`config.mk`:
```
export PLATFORM = sky130hd
export DESIGN_NAME = reg_writeback_ctrl
export DESIGN_NICKNAME = d
export VERILOG_FILES = /design/src/rtl/pipe_pkg.sv /design/src/rtl/load_align.sv /design/src/rtl/reg_writeback_ctrl.sv
export SDC_FILE = /design/constraint.sdc
export NUM_CORES = 1
export LEC_CHECK = 0
export CORE_ASPECT_RATIO = 2
export CORE_MARGIN = 4
export CORE_UTILIZATION = 40
export CTS_CLUSTER_SIZE = 10
export DETAILED_ROUTE_END_ITERATION = 10
export HOLD_SLACK_MARGIN = 0.03
export PLACE_DENSITY = 0.72
export SLEW_MARGIN = 40
export SYNTH_ARGS = -nofsm -noshare
export SYNTH_HDL_FRONTEND = slang
export SYNTH_SLANG_ARGS = --single-unit
export TNS_END_PERCENT = 50
```
`constraint.sdc`:
```
create_clock -name clk -period 4.8 [get_ports clk]
set_input_delay 0.48 -clock clk [delete_from_list [all_inputs] [get_ports clk]]
set_output_delay 0.48 -clock clk [all_outputs]
set_load 0.02 [all_outputs]
```
`src/rtl/pipe_pkg.sv`:
```
// Shared pipeline constants, result/load selectors and the MEM/WB payload type.
package pipe_pkg;

    localparam int unsigned XLEN      = 32;
    localparam int unsigned REG_IDX_W = 5;
    localparam int unsigned NREG      = 32;
    localparam int unsigned PEND_W    = 2;

    typedef enum logic [1:0] {
        WSEL_ALU  = 2'd0,
        WSEL_LOAD = 2'd1,
        WSEL_PC4  = 2'd2,
        WSEL_RSV  = 2'd3
    } wsel_e;

    typedef enum logic [2:0] {
        F3_LB  = 3'b000,
        F3_LH  = 3'b001,
        F3_LW  = 3'b010,
        F3_LBU = 3'b100,
        F3_LHU = 3'b101
    } funct3_e;

    typedef struct packed {
        logic                 w_en;
        logic [REG_IDX_W-1:0] rd;
        logic [XLEN-1:0]      data;
    } wb_t;

endpackage

```
`src/rtl/load_align.sv`:
```
// Byte/half extraction and sign/zero extension of an aligned load word.
module load_align
    import pipe_pkg::*;
(
    input  logic [2:0]      funct3,
    input  logic [1:0]      addr_lo,
    input  logic [XLEN-1:0] data,
    output logic [XLEN-1:0] res
);

    logic [7:0]  byte_v;
    logic [15:0] half_v;

    always_comb begin
        byte_v = data[7:0];
        case (addr_lo)
            2'd1:    byte_v = data[15:8];
            2'd2:    byte_v = data[23:16];
            2'd3:    byte_v = data[31:24];
            default: byte_v = data[7:0];
        endcase
        half_v = addr_lo[1] ? data[31:16] : data[15:0];
    end

    // Unknown load types fall through to the raw word.
    always_comb begin
        res = data;
        case (funct3)
            F3_LB:   res = {{(XLEN-8){byte_v[7]}}, byte_v};
            F3_LH:   res = {{(XLEN-16){half_v[15]}}, half_v};
            F3_LBU:  res = {{(XLEN-8){1'b0}}, byte_v};
            F3_LHU:  res = {{(XLEN-16){1'b0}}, half_v};
            default: res = data;
        endcase
    end

endmodule

```
`src/rtl/reg_writeback_ctrl.sv`:
```
// MEM/WB register, result formatting and pending-write scoreboard feeding
// decode's hazard/bypass logic.
module reg_writeback_ctrl
    import pipe_pkg::*;
(
    input  logic                 clk,
    input  logic                 rst_n,
    input  logic                 iss_valid,
    input  logic                 iss_wen,
    input  logic [REG_IDX_W-1:0] iss_rd,
    output logic                 iss_ready,
    input  logic                 mem_valid,
    input  logic                 mem_wen,
    input  logic [REG_IDX_W-1:0] mem_rd,
    input  logic [1:0]           mem_wsel,
    input  logic [2:0]           mem_funct3,
    input  logic [1:0]           mem_addr_lo,
    input  logic [XLEN-1:0]      mem_alu_res,
    input  logic [XLEN-1:0]      mem_load_data,
    input  logic [XLEN-1:0]      mem_pc4,
    input  logic [REG_IDX_W-1:0] rs1,
    input  logic [REG_IDX_W-1:0] rs2,
    output logic                 haz_rs1,
    output logic                 haz_rs2,
    output logic                 fwd_rs1,
    output logic                 fwd_rs2,
    output logic [XLEN-1:0]      fwd_data,
    output logic [REG_IDX_W-1:0] rd,
    output logic                 w_en,
    output logic [XLEN-1:0]      d_in
);

    localparam logic [PEND_W-1:0] PEND_MAX = '1;

    logic [XLEN-1:0]   load_res;
    logic [XLEN-1:0]   wb_data_c;
    wb_t               wb_q;
    logic [PEND_W-1:0] pend [NREG];
    logic [NREG-1:0]   inc_vec;
    logic [NREG-1:0]   dec_vec;

    load_align u_load_align (
        .funct3  (mem_funct3),
        .addr_lo (mem_addr_lo),
        .data    (mem_load_data),
        .res     (load_res)
    );

    always_comb begin
        wb_data_c = mem_alu_res;
        case (mem_wsel)
            WSEL_LOAD: wb_data_c = load_res;
            WSEL_PC4:  wb_data_c = mem_pc4;
            default:   wb_data_c = mem_alu_res;
        endcase
    end

    // MEM/WB register; rd and data hold across bubbles.
    always_ff @(posedge clk or negedge rst_n) begin
        if (!rst_n) begin
            wb_q <= '0;
        end else if (mem_valid) begin
            wb_q.w_en <= mem_wen && (mem_rd != '0);
            wb_q.rd   <= mem_rd;
            wb_q.data <= wb_data_c;
        end else begin
            wb_q.w_en <= 1'b0;
        end
    end

    assign w_en     = wb_q.w_en;
    assign rd       = wb_q.rd;
    assign d_in     = wb_q.data;
    assign fwd_data = wb_q.data;

    // The committing write frees its slot in the same cycle, so a full counter can still accept.
    always_comb begin
        dec_vec = '0;
        if (wb_q.w_en) dec_vec[wb_q.rd] = 1'b1;
    end

    assign iss_ready = !(iss_wen && (iss_rd != '0) && (pend[iss_rd] == PEND_MAX))
                       || dec_vec[iss_rd];

    always_comb begin
        inc_vec = '0;
        if (iss_valid && iss_ready && iss_wen && (iss_rd != '0)) inc_vec[iss_rd] = 1'b1;
    end

    always_ff @(posedge clk or negedge rst_n) begin
        if (!rst_n) begin
            for (int r = 0; r < NREG; r++) pend[r] <= '0;
        end else begin
            for (int r = 0; r < NREG; r++) begin
                if (inc_vec[r] && !dec_vec[r]) begin
                    pend[r] <= pend[r] + PEND_W'(1);
                end else if (dec_vec[r] && !inc_vec[r] && (pend[r] != '0)) begin
                    pend[r] <= pend[r] - PEND_W'(1);
                end
            end
        end
    end

    assign fwd_rs1 = wb_q.w_en && (wb_q.rd == rs1) && (rs1 != '0);
    assign fwd_rs2 = wb_q.w_en && (wb_q.rd == rs2) && (rs2 != '0);
    assign haz_rs1 = (pend[rs1] - PEND_W'(fwd_rs1)) != '0;
    assign haz_rs2 = (pend[rs2] - PEND_W'(fwd_rs2)) != '0;

    a_no_underflow: assert property (
        @(posedge clk) disable iff (!rst_n) wb_q.w_en |-> (pend[wb_q.rd] != '0)
    );

endmodule

```
; ---- Word-level counts from Yosys, hierarchy flattened
; Cells that the tools add are included.
[op_classes]
n_lt_le_gt_ge = 7
bitwise = 3
n_reduce_logical = 245
addsub = 66
muxes = 86
eq_ne = 11
[ops]
columns = cell, n
row1 = $mux W2, 70
row2 = $reduce_bool A2 Y1, 66
row3 = $pmux W32 S4, 1
row4 = $logic_and A1 B1 Y1, 108
row5 = $logic_not A1 Y1, 65
row6 = $add A2 B1 Y2 const B, 32
row7 = $mux W32, 2
row8 = $pmux W32 S2, 1
row9 = $sub A2 B1 Y2 const B, 32
row10 = $bmux W2 S5, 3
row11 = $pmux W8 S3, 1
row12 = $reduce_bool A5 Y1, 4
row13 = $ge A6 B6 Y1 const B, 3
row14 = $not A5 Y6, 3
row15 = $mux W16, 1
row16 = $lt A5 B6 Y1 const B, 2
row17 = $demux W1 S5, 2
row18 = $eq A5 B5 Y1, 2
row19 = $ge A5 B1 Y1 const B, 2
row20 = $eq A2 B2 Y1 const B, 4
row21 = $eq A3 B3 Y1 const B, 2
row22 = $bmux W1 S5, 1
row23 = $eq A2 B1 Y1 const B, 2
row24 = $mux W1, 4
row25 = other kinds (4), 5
[totals]
ff_bits = 102
out_inout_bits = 75
word_cells = 453
inputBits = 129

; ---- Longest topological paths before layout
[logic_depth]
word_depth = 17
ltp_mapped = 12

; ---- Hierarchy
; From an unflattened synthesis, not the netlist that was laid out.
[unflattened]
cells_unflattened = 1044
hier_area_um2 = 9118.7
[by_module_without_submodules]
columns = module, cells_each, area_per_inst_um2, seq_area_each_um2, n_inst
row1 = reg_writeback_ctrl, 934, 8469.4, 2552.4, 1
row2 = load_align, 110, 649.4, 0.0, 1

; ---- Worst setup path after synthesis
; Ideal clock, no wire load.
[synth_timing]
path_type = input port to output port
startpoint = input rs1[0]
endpoint = output haz_rs1
required_time_ns = 4.320
path_buffers = 2
path_stages = 7
slack_ns = 1.530
arrival_time_ns = 2.790
path_cell_list = clkbuf_1 -> buf_2 -> mux4_2 -> mux4_2 -> xor2_1 -> nor2_1 -> a21oi_1
[synth_via]
elab_chain_len = 6
elab_cells_between_ends = 10
classes_between = 1 x add/sub / 1 x eq/ne / 3 x mux / 1 x bitwise / 4 x reduce/logical
[synth_rtl]
columns = element, line_no
row1 = start: declaration, reg_writeback_ctrl.sv:21  ; input logic [REG_IDX_W-1:0] rs1,
row2 = $not A5 Y6 (not written as such), reg_writeback_ctrl.sv:106  ; assign haz_rs1 = (pend[rs1] - PEND_W'(fwd_rs1)) != '0;
row3 = $bmux W2 S5, reg_writeback_ctrl.sv:106
row4 = $mux W2 (not written as such) (2 in a row), reg_writeback_ctrl.sv:106
row5 = $sub A2 B1 Y2 *, reg_writeback_ctrl.sv:106
row6 = $reduce_bool A2 Y1 *, reg_writeback_ctrl.sv:106
row7 = end: declaration, reg_writeback_ctrl.sv:23  ; output logic haz_rs1,
; Every way passes the cells marked *; elsewhere a longest branch is shown, timed or not. The select of a mux whose other input is x is not followed.

; ---- Final worst setup path
; Ends and elaborated chain as after synthesis.

==> impl_results.md <==
- Status: finished, final reports clean
- Number of synthesized flops with an enable pin: 0
- Largest net degree at the start of global routing: 64
- N_diodes: 0
- Post-CTS Hold Buffers: 0
- DRT iter0 DRCs: 421
- Mean post-synth cell area: roughly 9.1 µm²
- 1st-pass router iterations: 5
- Count of cell types in the netlist: 60
- GRT met1 Usage: 25.8%
- Synth top area cells: dfrtp_1, mux4_2, a21oi_1
- Row cnt: 77
- CP cell instances: clkdlybuf4s50_1 > buf_4 > mux4_2 > mux4_2 > xor2_1 > nor3_1 > a21oi_1 > clkdlybuf4s50_1
- Syn Inst Count: ~980
- Met2 GRT Util: 48.2%
- CTS root buffer: clkbuf_16
- Area Overhead vs Synth: 25.0%
- CP required: approximately 4300 ps
- Layout Nets: between 1000 and 1500
- GR peak layer: met2
- DP HPWL: approximately 27 mm
- Die area: ~25000 µm²
- Total CTS buffers: 9
- Slowest CP cell: clkdlybuf4s50_1
- Max stage delay on crit path: between 600 and 700 ps
- Buffers on Ports: approximately 200
- Fin crit period: ~3800 ps
- Vias in the first global route: roughly 8900
- GPL Wtd Cong: 1.01
- Layout cell share with drive strength beyond 1: between 10% and 20%
- Die Ht: 219 µm
- Clock Path Buffers: 2
- Worst-path clk slew: roughly 80 ps
- Max Slew Vio Count: 0
- Fraction of registers with async set/reset: between 90% and 100%
- Number of max-cap violations: 0
- Via/cell ratio: roughly 6.3
- Max VDD drop: 0.160 mV
- Worst-Margin Slew: 764 ps
- Commonest non-fill, non-tap cell in the layout: clkdlybuf4s50_1
- CTS HTree Levels: 3
- Final Hold Viols: 0
- CP top delay family: buffers and inverters
- Post-synth top area share: 28.6%
- CP Capture Type: output port
- # IOs: about 200
- Setup violations, final: 0
- GRT Total Usage: a little over a quarter
- Pwr dens: 292 nW/µm²
- Gr ovfl total: 0
- Syn Nets: 1114
- Crit path launch type: input pin
- HP Class: in2async
- Area of the core: between 20000 and 25000 µm²
- Max Fanout on Critical Path: 17
- Skew-Pair Late Insertion Delay: about 370 ps
- Initial antenna violation count: 0
- Setup clock skew after layout: roughly 10 ps
- Most frequent cells in the layout: clkdlybuf4s50_1, dfrtp_1, a21oi_1
- CP Class: in2out
- RSZ-0062 raised after global routing: no
- Cell area after synthesis: roughly 8900 µm²
- F_max: roughly 260 MHz
- Total number of vias: between 8000 and 9000
- DIE WIDTH: about 110 µm
- Post-CTS Setup Bufs: 0
- Post-layout util: 50.6%
- Post-Route Setup TNS: 0 ps
- Initial Util: 40.5%
- Leakage: roughly 4.2 nW
- Drt wl/cell: about 24 µm
- Slew HR: between 40% and 50%
- Clock Sinks: around 100
- CP Buf/Inv Count: 3
- Detail Route Antenna Nets: 0
- Final Routed Wirelength: approximately 34 mm
- Seq/Total Area, Yosys: between 20% and 30%
- Syn. warnings: 0
- TritonCTS clock tree: yes
- Worst Path Arrival: 3370 ps
- Post-CTS Resized: 0
- DRC violations left: 0
- Met3 Track Usage GR: around 5.3%
- Final Cycle Share: between 80% and 90%
- Synth area leader: dfrtp_1
- First-pass GRT wire length: 51.0 mm
- Flops & latches, synth: about 100
- Ys flop type: dfrtp_1
[area by class of cell]
| cell class | instances | area [µm²] |
|---|---|---|
| fill | 2076 | 10900 |
| multi-input combinational | 746 | 5700 |
| sequential | 102 | 2550 |
| timing repair buffer | 222 | 2160 |
| tap | 276 | 345 |
| clock buffer | 10 | 239 |
| inverter | 32 | 120 |
| clock inverter | 6 | 51.3 |
[synth_stat cells (all sizes together) (16+ instances only)]
library cell / n
a21oi: 91
buf: 68
o21ai: 62
a22oi: 32
nand2b: 26
clkbuf: 35
nor2: 52
mux2i: 34
a31oi: 17
xnor2: 21
inv: 32
mux2: 39
nand3: 16
nand2: 91
nor3: 20
dfrtp: 102
mux4: 47
[metal layers]
metal	vias to the layer above	wire length (µm)	part of all wire [%]
met2	456	17400	52
met4	0	3470	10
met5	-	0	0
li1	3910	-	-
met1	4202	10400	31
met3	148	2330	6.9
[through the flow]
stage	worst slack (ps)	std cells	power (W)	cell area, µm²	hold WS (ps)
after floorplan	1530	983	0.00198	8940	184
after detailed placement	831	1378	0.00252	10900	518
after global routing	793	1394	0.00342	11200	131
final	954	1394	0.00326	11200	90.1
after CTS	861	1394	0.00328	11200	108
after global placement	778	1378	0.00249	10900	514
[final timing paths]
kind | startpoint | endpoint | slack (ps) | depth (start not counted)
max | rs1[0] | haz_rs1 | 950 | 8
min | rst_n | pend[55] | 90 | 1
max reg2reg | pend[52] | pend[4] | 1690 | 8
min reg2reg | d_in[16] | d_in[16] | 530 | 1
max in group asynchronous | rst_n | pend[35] | 3640 | 2
min in group clk | d_in[16] | d_in[16] | 530 | 1
[sequential cells by signal (all words and copies together) (netlist names)]
| name | count |
|---|---|
| d_in | 32 |
| pend | 64 |
| rd | 5 |
| w_en | 1 |
[kinds of logic after synthesis]
group / Yosys count / synth area share (%)
XOR/XNOR: 33 / 3.23
flip-flops: 102 / 28.6
AO/OA/AOI/OAI: 295 / 22.5
AND/OR/NAND/NOR: 296 / 17.0
multiplexers: 120 / 20.6
buffers and inverters: 135 / 7.85
adder cells (fa/ha/maj): 2 / 0.280
[power by group]
group | switching, W | leakage [nW] | internal (W) | total (W)
combinational | 0.000589 | 2.82 | 0.000640 | 0.00123
clock | 0.000377 | 0.145 | 0.000375 | 0.000752
sequential | 0.000272 | 1.25 | 0.00100 | 0.00128
[worst reg2reg max path: stages, from the launching register on]
cell,delay (ps)
dfrtp_1,530
mux4_2,500
and3_1,210
nor4_2,310
o211ai_2,290
buf_4,310
a311oi_2,460
mux2i_1,280
mux2i_1,90
No activity file was read; power rests on OpenSTA's default activity.
